===== config.mk =====
export PLATFORM = sky130hd
export DESIGN_NAME = pulse_sequencer_flat
export DESIGN_NICKNAME = d
export VERILOG_FILES = /design/src/rtl/pulse_sequencer_if.sv /design/src/rtl/pulse_sequencer.sv /design/src/flat_wrapper.sv
export SDC_FILE = /design/constraint.sdc
export NUM_CORES = 1
export LEC_CHECK = 0
export CAP_MARGIN = 30
export CORE_MARGIN = 5
export CORE_UTILIZATION = 42
export DETAILED_ROUTE_END_ITERATION = 12
export PLACE_DENSITY_LB_ADDON = 0.1
export SKIP_CTS_REPAIR_TIMING = 1
export SLEW_MARGIN = 5
export SYNTH_ARGS = -nofsm -noshare
export SYNTH_HDL_FRONTEND = slang
export SYNTH_SLANG_ARGS = --single-unit

===== constraint.sdc =====
create_clock -name clock -period 2.1 [get_ports clock]
set_clock_uncertainty 0.15 [all_clocks]
set_input_delay 0.42 -clock clock [delete_from_list [all_inputs] [get_ports clock]]
set_output_delay 0.42 -clock clock [all_outputs]
set_load 0.03 [all_outputs]

===== src/rtl/pulse_sequencer_if.sv =====
// Requester/generator signal bundle for pulse_sequencer.
// Handshake: req is a level held by each requester. A job is accepted on the rising edge where the
// sequencer is idle and req != 0, and grant pulses one-hot for exactly the following LOAD cycle.
// Withdrawing req after acceptance has no effect on the running job.
interface pulse_sequencer_if #(
    parameter int PAT_W = 16,
    parameter int REP_W = 4
);
    logic [1:0]       req;
    logic [PAT_W-1:0] pattern0;
    logic [PAT_W-1:0] pattern1;
    logic [REP_W-1:0] repeats0;
    logic [REP_W-1:0] repeats1;
    logic             abort;
    logic [1:0]       grant;
    logic             owner;
    logic [PAT_W-1:0] pg_in;
    logic             pg_load;
    logic             busy;
    logic             done;

    modport master (
        output req, pattern0, pattern1, repeats0, repeats1, abort,
        input  grant, owner, pg_in, pg_load, busy, done
    );

    modport slave (
        input  req, pattern0, pattern1, repeats0, repeats1, abort,
        output grant, owner, pg_in, pg_load, busy, done
    );
endinterface


===== src/rtl/pulse_sequencer.sv =====
// Arbitrates two requesters and runs one pulse-generator job: LOAD, then 16*(repeats+1) RUN cycles, then DONE.
// Define PULSE_SEQ_ROUND_ROBIN_EN to alternate winners on simultaneous requests; otherwise requester 0 has fixed priority.
module pulse_sequencer #(
    parameter int PAT_W = 16,
    parameter int REP_W = 4
) (
    input  logic               clock,
    input  logic               reset,
    pulse_sequencer_if.slave   bus,
    output logic [1:0]         state_dbg
);
    typedef enum logic [1:0] {
        S_IDLE = 2'd0,
        S_LOAD = 2'd1,
        S_RUN  = 2'd2,
        S_DONE = 2'd3
    } state_e;

    state_e           state_q, state_d;
    logic [3:0]       cnt_q, cnt_d;
    logic [REP_W-1:0] rot_q, rot_d;
    logic [REP_W-1:0] rep_q, rep_d;
    logic [PAT_W-1:0] pg_in_q, pg_in_d;
    logic             owner_q, owner_d;
    logic [1:0]       grant_q, grant_d;
    logic             pg_load_q, pg_load_d;
    logic             busy_q, busy_d;
    logic             done_q, done_d;
    logic             winner;

`ifdef PULSE_SEQ_ROUND_ROBIN_EN
    logic last_q, last_d;

    // On a tie the requester not granted last wins; a lone request always wins.
    always_comb begin
        winner = ~bus.req[0];
        if (bus.req == 2'b11) begin
            winner = ~last_q;
        end
    end
`else
    assign winner = ~bus.req[0];
`endif

    always_comb begin
        state_d   = state_q;
        cnt_d     = cnt_q;
        rot_d     = rot_q;
        rep_d     = rep_q;
        pg_in_d   = pg_in_q;
        owner_d   = owner_q;
        grant_d   = 2'b00;
        pg_load_d = 1'b0;
        busy_d    = 1'b0;
        done_d    = 1'b0;
`ifdef PULSE_SEQ_ROUND_ROBIN_EN
        last_d    = last_q;
`endif
        case (state_q)
            S_IDLE: begin
                if (bus.req != 2'b00) begin
                    state_d   = S_LOAD;
                    owner_d   = winner;
                    pg_in_d   = winner ? bus.pattern1 : bus.pattern0;
                    rep_d     = winner ? bus.repeats1 : bus.repeats0;
                    grant_d   = winner ? 2'b10 : 2'b01;
                    pg_load_d = 1'b1;
                    busy_d    = 1'b1;
`ifdef PULSE_SEQ_ROUND_ROBIN_EN
                    last_d    = winner;
`endif
                end
            end
            S_LOAD: begin
                if (bus.abort) begin
                    state_d = S_IDLE;
                end else begin
                    state_d = S_RUN;
                    cnt_d   = 4'd0;
                    rot_d   = '0;
                    busy_d  = 1'b1;
                end
            end
            S_RUN: begin
                // Abort outranks the final-cycle completion check.
                if (bus.abort) begin
                    state_d = S_IDLE;
                end else begin
                    cnt_d  = cnt_q + 4'd1;
                    busy_d = 1'b1;
                    if (cnt_q == 4'd15) begin
                        if (rot_q == rep_q) begin
                            state_d = S_DONE;
                            busy_d  = 1'b0;
                            done_d  = 1'b1;
                        end else begin
                            rot_d = rot_q + REP_W'(1);
                        end
                    end
                end
            end
            S_DONE: begin
                state_d = S_IDLE;
            end
            default: begin
                state_d = S_IDLE;
            end
        endcase
    end

    always_ff @(posedge clock) begin
        if (reset) begin
            state_q   <= S_IDLE;
            cnt_q     <= 4'd0;
            rot_q     <= '0;
            rep_q     <= '0;
            pg_in_q   <= '0;
            owner_q   <= 1'b0;
            grant_q   <= 2'b00;
            pg_load_q <= 1'b0;
            busy_q    <= 1'b0;
            done_q    <= 1'b0;
`ifdef PULSE_SEQ_ROUND_ROBIN_EN
            last_q    <= 1'b1;
`endif
        end else begin
            state_q   <= state_d;
            cnt_q     <= cnt_d;
            rot_q     <= rot_d;
            rep_q     <= rep_d;
            pg_in_q   <= pg_in_d;
            owner_q   <= owner_d;
            grant_q   <= grant_d;
            pg_load_q <= pg_load_d;
            busy_q    <= busy_d;
            done_q    <= done_d;
`ifdef PULSE_SEQ_ROUND_ROBIN_EN
            last_q    <= last_d;
`endif
        end
    end

    assign bus.grant   = grant_q;
    assign bus.owner   = owner_q;
    assign bus.pg_in   = pg_in_q;
    assign bus.pg_load = pg_load_q;
    assign bus.busy    = busy_q;
    assign bus.done    = done_q;
    assign state_dbg   = state_q;
endmodule


===== src/flat_wrapper.sv =====
// flat-port wrapper written by rule: the top's interface ports become plain ports
module pulse_sequencer_flat 
#(
    parameter int PAT_W = 16,
    parameter int REP_W = 4
)
  (clock, reset, state_dbg, bus_req, bus_pattern0, bus_pattern1, bus_repeats0, bus_repeats1, bus_abort, bus_grant, bus_owner, bus_pg_in, bus_pg_load, bus_busy, bus_done);
  pulse_sequencer_if #(.PAT_W(PAT_W), .REP_W(REP_W)) bus_i ();
  input  logic clock;
  input  logic reset;
  output logic [1:0] state_dbg;
  input wire logic [$bits(bus_i.req)-1:0] bus_req;
  input wire logic [$bits(bus_i.pattern0)-1:0] bus_pattern0;
  input wire logic [$bits(bus_i.pattern1)-1:0] bus_pattern1;
  input wire logic [$bits(bus_i.repeats0)-1:0] bus_repeats0;
  input wire logic [$bits(bus_i.repeats1)-1:0] bus_repeats1;
  input wire logic [$bits(bus_i.abort)-1:0] bus_abort;
  output wire logic [$bits(bus_i.grant)-1:0] bus_grant;
  output wire logic [$bits(bus_i.owner)-1:0] bus_owner;
  output wire logic [$bits(bus_i.pg_in)-1:0] bus_pg_in;
  output wire logic [$bits(bus_i.pg_load)-1:0] bus_pg_load;
  output wire logic [$bits(bus_i.busy)-1:0] bus_busy;
  output wire logic [$bits(bus_i.done)-1:0] bus_done;
  assign bus_i.req = bus_req;
  assign bus_i.pattern0 = bus_pattern0;
  assign bus_i.pattern1 = bus_pattern1;
  assign bus_i.repeats0 = bus_repeats0;
  assign bus_i.repeats1 = bus_repeats1;
  assign bus_i.abort = bus_abort;
  assign bus_grant = bus_i.grant;
  assign bus_owner = bus_i.owner;
  assign bus_pg_in = bus_i.pg_in;
  assign bus_pg_load = bus_i.pg_load;
  assign bus_busy = bus_i.busy;
  assign bus_done = bus_i.done;
  pulse_sequencer #(.PAT_W(PAT_W), .REP_W(REP_W)) u_core (.clock(clock), .reset(reset), .bus(bus_i), .state_dbg(state_dbg));
endmodule

Yosys cells after proc, flatten, opt, wreduce, memory -nomap -nowiden. Index checks and enable logic that the tools add are counted.

Add/sub/neg operators: 2. $mul: 0. Divide/modulo/power cells: 0. $lt $le $gt $ge: 0. Equality and inequality tests: 12. Shift operators: 0. Multiplexer cells: 23. Bitwise logic cells: 5. Reductions and logical operators: 10.

Operators by type and width (number): two-way mux 4 bit (6); two-way mux 16 bit (1); case mux 4 bit (2 select lines) (2); two-way mux 2 bit (6); adder 4 x 1 -> 4 bit, second input constant (2); case mux 2 bit (4 select lines) (1); two-way mux 1 bit (6); inequality test 2 bit, second input constant (3); inequality test 3 x 2 -> 1 bit, second input constant (2); AND reduction 3 bit (2); NOT 1 bit (5); AND reduction 5 bit (1); == test 2 bit, second input constant (2); == test 4 bit (1); == test 4 bit, second input constant (1); inequality test 2 x 1 -> 1 bit, second input constant (2); nonzero test 2 bit (2); OR reduction 4 bit (1); case mux 1 bit (3 select lines) (1); OR reduction 3 bit (1); == test 2 x 1 -> 1 bit, second input constant (1); logical NOT 2 bit (1); AND reduction 2 bit (1); OR reduction 2 bit (1).

Bits in registers: 36. Bits in latches: 0. Memory bits (writable): 0. Bits in read-only memories: 0. Input port bits: 45. Output and inout bits: 24. Word-level logic and storage cells: 62. Memories: 0.

Depth between registers and ports, before layout. Gate-level depths: netlist of the first run.

Depth in word-level cells: 5. Mapped depth: 6. Mapped depth without buffers: 5.

Worst setup path before layout of the first run. Ideal clock, no wire load.

Path type: register to register. Start: reg u_core.state_q[1] (netlist: u_core.state_dbg[1]). End: reg u_core.rot_q[3]. Setup time: 0.074 ns. Arrival: 1.809 ns. Slack: 0.067 ns. Cell stages (with the launch flop): 5. Clock period less this slack: 2.033 ns. Path through: dfxtp_1 > or3b_4 > or2_1 > or4_1 > a31oi_1.

Longest elaborated chain between the ends: 3.

RTL lines: from (decl) (RTL line pulse_sequencer.sv:19) `state_e state_q, state_d;`; from (signal assigned) (RTL line pulse_sequencer.sv:127) `state_q <= state_d;`; == test 2 bit / == test 2 x 1 -> 1 bit (equally long branches) (RTL line pulse_sequencer.sv:59) `case (state_q)`; inequality test 2 x 1 -> 1 bit (no source line), or another cell as far along; AND reduction 5 bit (no source line); to (signal assigned) (RTL line pulse_sequencer.sv:129) `rot_q <= rot_d;`; to (decl) (RTL line pulse_sequencer.sv:21) `logic [REP_W-1:0] rot_q, rot_d;`.

Several ways; a longest one is shown, not always the timed one. A chain may end at the register's enable or synchronous reset.

Worst setup path after layout of the first run.
Start: in bus_abort. End: reg u_core.rot_q[3].

Longest elaborated chain between the ends: 2.

RTL lines: from (decl) (RTL line flat_wrapper.sv:17) `input wire logic [$bits(bus_i.abort)-1:0] bus_abort;`; inequality test 2 bit (no source line); AND reduction 5 bit (no source line) *.

Every way passes the cells marked *; elsewhere a longest branch is shown, timed or not.

==> out/metrics.csv, run 1 <==
stage,metric,value,unit
outcome,status,finished clean,
pwr,p_per_area,737,mW/mm^2
critical_path,regToRegEndpoint,u_core.rot_q[3],
layout,layout-drive-gt1-share,0.0927,
synth,yosys-top-cells-area,"dfxtp_1 (44%), mux2i_1 (13%), a211oi_1 (9.7%), nor2_1 (7.4%), xnor2_1 (2.7%)",
critical_path,worstSetupPathType,primary input to flip-flop,
route,routed_wirelength,4320,um
pwr,irDropWorstVdd,0.000458,V
synth,synth_seq_cells,36,
layout,final_cell_mix,"clkdlybuf4s50_1 (66), dfxtp_1 (36), nor2_1 (32)",
timing,worst_pin_slew,0.450,ns
synth,yosysSeqAreaShare,0.443,
route,drc,0,
min_path,hp-class,flip-flop to flip-flop,
cts,max-clock-path-buffers,2,
route,drt-initial-drc-count,55,
timing,slew_violations,0,
cts,cts_sinks,36,
timing,finalHoldViolCount,0,
place,numPortBuffers,68,
synth,netlist_instances,174,
global_routing,antenna_found_initial,0,
global_routing,grt_overflow,0,
route,vias,1534,
cts,htreeDepth,2,
route,drtPass1Iterations,4,
critical_path,crit_arrival,2.10,ns
global_routing,grt_usage,0.169,
timing,fmax,0.492,GHz
route,routedWlPerCell,14.6,um
synth,synth_area,0.00163,mm^2
timing,finalCritPeriodShare,0.968,
place,pre_cts_slack,-0.275,ns
die,rows,22,
timing,slew_headroom,0.699,
synth,yosys.cell_types.count,37,
synth,ys_warn_count,0,
die,fp.dieW,72.3,um
layout,area_growth,55.3,%
timing,min_period,2.03,ns
die,start_util,0.438,
global_routing,grt_pass1_vias,1596,
min_path,whs_endpoint,u_core.bus.pg_in[2],
critical_path,critPathMaxFanout,2,
min_path,holdPathStages,2,
cts,root_buffer,clkbuf_8,
layout,diodes,0,
synth,synth_top_area_share,0.443,
die,num_io_pins,69,
critical_path,cp-startpoint,bus_abort,
cts,clk_pin_slew_worst_paths,0.07,ns
critical_path,crit-reg2reg-launch,u_core.state_dbg[1],
synth,synth_nets,221,
cts,clk_latency,0.29,ns
die,core_area,0.00372,mm^2
layout,final_common_cell,clkdlybuf4s50_1,
place,placed_cell_area,0.00242,mm^2
die,die-area,0.00522,mm^2
place,gp_congestion,0.795,
place,hpwl,3270,um
critical_path,end_kind,flip-flop,
run,maxCapViolations,0,
synth,syn_area_per_cell,9.36,um^2
synth,yosysTopAreaCell,dfxtp_1,
critical_path,rrSetupSlack,0.28,ns
timing,finalSetupViolCount,0,
layout,nets,294,
global_routing,grt_pass1_wl,6880,um
timing,setup_ws,0.0670,ns
min_path,min_from,u_core.bus.pg_in[2],
critical_path,start_kind,primary input,
timing,rsz0062_at_grt,no,
pwr,power.leakage,1.02,nW
critical_path,r2r_cells,4,
critical_path,worstPathRequired,2.16,ns
global_routing,grt_max_degree,43,
cts,cts-buffers-inserted,5,
layout,n_fill_cell,332,
route,drtAntennaViolNets,0,
timing,timing.hold.ws,0.352,ns
die,die_h,72.3,um
layout,fin_area,0.00253,mm^2
route,vias_per_cell,5.18,
layout,multi_input_area,843,um^2
cts,cts_tree,yes,
layout,seq_area,721,um^2
## worst max path at each step
| stage | end | depth (start not counted) |
|---|---|---|
| finish | u_core.rot_q[3] | 5 |
| global route | u_core.rot_q[3] | 5 |
| CTS | u_core.rot_q[3] | 5 |
| detailed placement | u_core.rot_q[3] | 5 |
| global placement | u_core.rot_q[3] | 5 |
| floorplan | u_core.rot_q[3] | 4 |
## per-layer routing
layer,vias to the layer above,global-route usage,routed length [um]
li1,772,-,-
met1,709,0.171,1710
met2,47,0.300,2200
met3,6,0.0845,355
met4,0,0.0543,57
met5,-,0,0
## stage by stage
step           TNS (ns)  power (mW)  utilization  instances
6_report              0        1.86        0.680        296
2_1_floorplan         0        1.05            -        174
4_1_cts               0        1.87        0.679        296
5_1_grt               0        1.94        0.680        296
3_3_place_gp     -0.277        1.27        0.650        288
3_5_place_dp     -0.469        1.29        0.650        288
## Yosys cell counts, drive strengths merged
library cell	number
dfxtp	36
nor2	32
a211oi	21
mux2i	21
clkbuf	9
a21oi	6
nor3	6
xnor2	5
buf	4
nand3	3
nand4	3
ha	2
nand3b	2
nor3b	2
o21ai	2
or3b	2
a211o	1
a22oi	1
a311o	1
a31oi	1
a32o	1
and2	1
and2b	1
and3	1
and4	1
inv	1
mux2	1
nand2	1
nand2b	1
nor2b	1
o211ai	1
or2	1
or3	1
or4	1
## sequential cells by signal, summed over array words and instances, names as in the netlist
register            count
u_core.bus.owner        1
u_core.bus.done         1
u_core.bus.grant        2
u_core.bus.pg_load      1
u_core.rep_q            4
u_core.state_dbg        2
u_core.bus.pg_in       16
u_core.rot_q            4
u_core.cnt_q            4
u_core.bus.busy         1
## power by group
group          switching (mW)  internal, mW
registers              0.0305         0.741
clock network           0.242         0.352
logic                   0.253         0.244
total                   0.526          1.34
## kinds of logic after synthesis
kind of cell | synth area share
simple gates | 0.184
compound gates | 0.153
xor+xnor | 0.0269
flops | 0.443
fa+ha+maj | 0.0154
mux | 0.136
buf+inv | 0.0423
## worst max-delay path, stage by stage
cell and delay (ns):
clkdlybuf4s50_1 0.42, or3b_4 0.38, or2_1 0.24, or4_1 0.49, a31oi_1 0.14
## layout make-up
class / count / area share
clock inverters: 2 / 0.0139
multi-input cells: 124 / 0.333
well taps: 48 / 0.0238
clock buffers: 6 / 0.0287
inverters: 1 / 0.00148
flip-flops and latches: 36 / 0.285
repair buffers: 79 / 0.314
Power figures use the tool's default switching activity.
==> inputs of run 2 (changes only) <==
Settings changed: SLEW_MARGIN 5 to 20.
Clock period 2.1 ns to 1.9 ns, I/O delays scaled along.
==> run 2 against run 1 <==
Non-clock buffer count is 6 higher. Worst setup slack lost 0.0060 ns. Wire length down 4.7%. Critical endpoint is now bus_pg_in[15]. Largest cell class unchanged. Highest routed layer unchanged.
==> out/metrics.csv, run 2 (same netlist as run 1, synthesis figures left out) <==
stage,metric,value,unit
pwr,pwr-share-comb,0.278,
cts,cts_sinks,36,
pwr,p_total,1.98,mW
route,vias_per_cell,5.24,
global_routing,grt_pass1_vias,1576,
critical_path,worstSetupPathType,flip-flop to primary output,
timing,fin_tns_setup,0,ns
pwr,p_per_area,776,mW/mm^2
global_routing,grt_overflow,0,
die,start_util,0.438,
critical_path,crit_family,buffers and inverters,
cts,root_buffer,clkbuf_8,
layout,nets,300,
route,drt-initial-drc-count,44,
route,drc,0,
critical_path,crit_arrival,1.31,ns
pwr,irDropWorstVdd,0.000484,V
pwr,seqPwrFrac,0.430,
layout,largest_reg_flops,16,
critical_path,cp.buffers_inverters,1,
route,vias,1581,
critical_path,r2r_cells,5,
min_path,holdPathStages,3,
route,routedWlPerCell,13.6,um
cts,cts_tree,yes,
place,hpwl,3330,um
layout,fin_area,0.00255,mm^2
critical_path,path_cells,clkdlybuf4s50_1,
pwr,p_sw,0.560,mW
die,core_area,0.00372,mm^2
layout,final_cell_mix,"clkdlybuf4s50_1 (65), dfxtp_1 (33), nor2_1 (32)",
place,numPortBuffers,68,
timing,finalSetupViolCount,0,
timing,slew_violations,0,
layout,area_growth,56.8,%
run,maxCapViolations,0,
route,drtPass1Iterations,4,
min_path,whs_endpoint,u_core.state_dbg[1],
cts,htreeDepth,2,
pwr,p_int,1.42,mW
cts,clk_latency,0.28,ns
cts,max-clock-path-buffers,2,
timing,setup_ws,0.0611,ns
layout,layout-drive-gt1-share,0.130,
timing,worst_pin_slew,0.457,ns
die,fp.dieW,72.3,um
place,pre_cts_slack,-0.409,ns
critical_path,cp_slowest_cell,clkdlybuf4s50_1,
cts,cts-buffers-inserted,5,
timing,fmax,0.544,GHz
critical_path,crit-reg2reg-launch,u_core.cnt_q[1],
critical_path,start_kind,flip-flop,
place,placed_cell_area,0.00244,mm^2
timing,finalHoldViolCount,0,
die,num_io_pins,69,
pwr,p_sw_frac,0.283,
critical_path,critPathMaxFanout,2,
die,die-area,0.00522,mm^2
critical_path,slowest_delay,0.70,ns
pwr,power.leakage,1.05,nW
route,routed_wirelength,4120,um
layout,diodes,0,
route,drtAntennaViolNets,0,
cts,clk_pin_slew_worst_paths,0.07,ns
critical_path,end_kind,primary output,
min_path,hp-class,primary input to flip-flop,
timing,slew_headroom,0.694,
outcome,status,finished clean,
layout,final_common_cell,clkdlybuf4s50_1,
timing,finalCritPeriodShare,0.968,
global_routing,grt_usage,0.164,
place,gp_congestion,0.765,
timing,rsz0062_at_grt,no,
critical_path,worstPathRequired,1.37,ns
critical_path,regToRegEndpoint,u_core.rot_q[3],
critical_path,rrSetupSlack,0.11,ns
global_routing,grt_max_degree,17,
die,rows,22,
pwr,pwr-share-clk,0.292,
global_routing,grt_pass1_wl,6750,um
die,die_h,72.3,um
global_routing,antenna_found_initial,0,
timing,min_period,1.84,ns
min_path,min_from,bus_abort,
[run 2: worst max-delay path by stage]
stage                              start              end  slack [ns]  cells after the start
floorplan            u_core.state_dbg[1]  u_core.rot_q[3]        0.01                      4
global placement               bus_abort  u_core.rot_q[3]       -0.40                      5
detailed placement             bus_abort  u_core.rot_q[3]       -0.41                      5
CTS                  u_core.state_dbg[1]     state_dbg[1]       -0.11                      2
global route             u_core.cnt_q[1]  u_core.rot_q[3]       0.007                      5
finish              u_core.bus.pg_in[15]    bus_pg_in[15]        0.06                      1
[run 2: layer usage]
metal,up-vias,global-route usage,wire (um)
li1,785,-,-
met1,734,0.170,1530
met2,55,0.301,2230
met3,7,0.0609,306
met4,0,0.0543,45
met5,-,0,0
[run 2: final cells by class]
type	instances	area (um^2)
Tap cell	48	60.1
Multi-Input combinational cell	124	846
Sequential cell	36	727
Timing Repair Buffer	85	816
Fill cell	316	1160
Clock buffer	8	100
Inverter	1	3.75
[run 2: power groups by stage]
| stage | Clock [mW] | Sequential, mW | Combinational (mW) |
|---|---|---|---|
| 2_1_floorplan | 0 | 0.971 | 0.191 |
| 3_3_place_gp | 0 | 0.866 | 0.541 |
| 3_5_place_dp | 0 | 0.869 | 0.553 |
| 4_1_cts | 0.590 | 0.853 | 0.555 |
| 5_1_grt | 0.622 | 0.860 | 0.596 |
| 6_report | 0.579 | 0.852 | 0.550 |
[run 2: stage by stage]
| stage | instances | hold WS [ns] | util |
|---|---|---|---|
| 4_1_cts | 302 | 0.357 | 0.684 |
| 3_3_place_gp | 294 | 0.337 | 0.657 |
| 2_1_floorplan | 174 | 0.298 | - |
| 3_5_place_dp | 294 | 0.344 | 0.657 |
| 6_report | 302 | 0.288 | 0.687 |
| 5_1_grt | 302 | 0.310 | 0.687 |
[run 2: tightest hold or removal path, cell delays in order]
cell and delay, ns:
dlymetal6s2s_1 0.11, buf_4 0.15, nor3_1 0.05
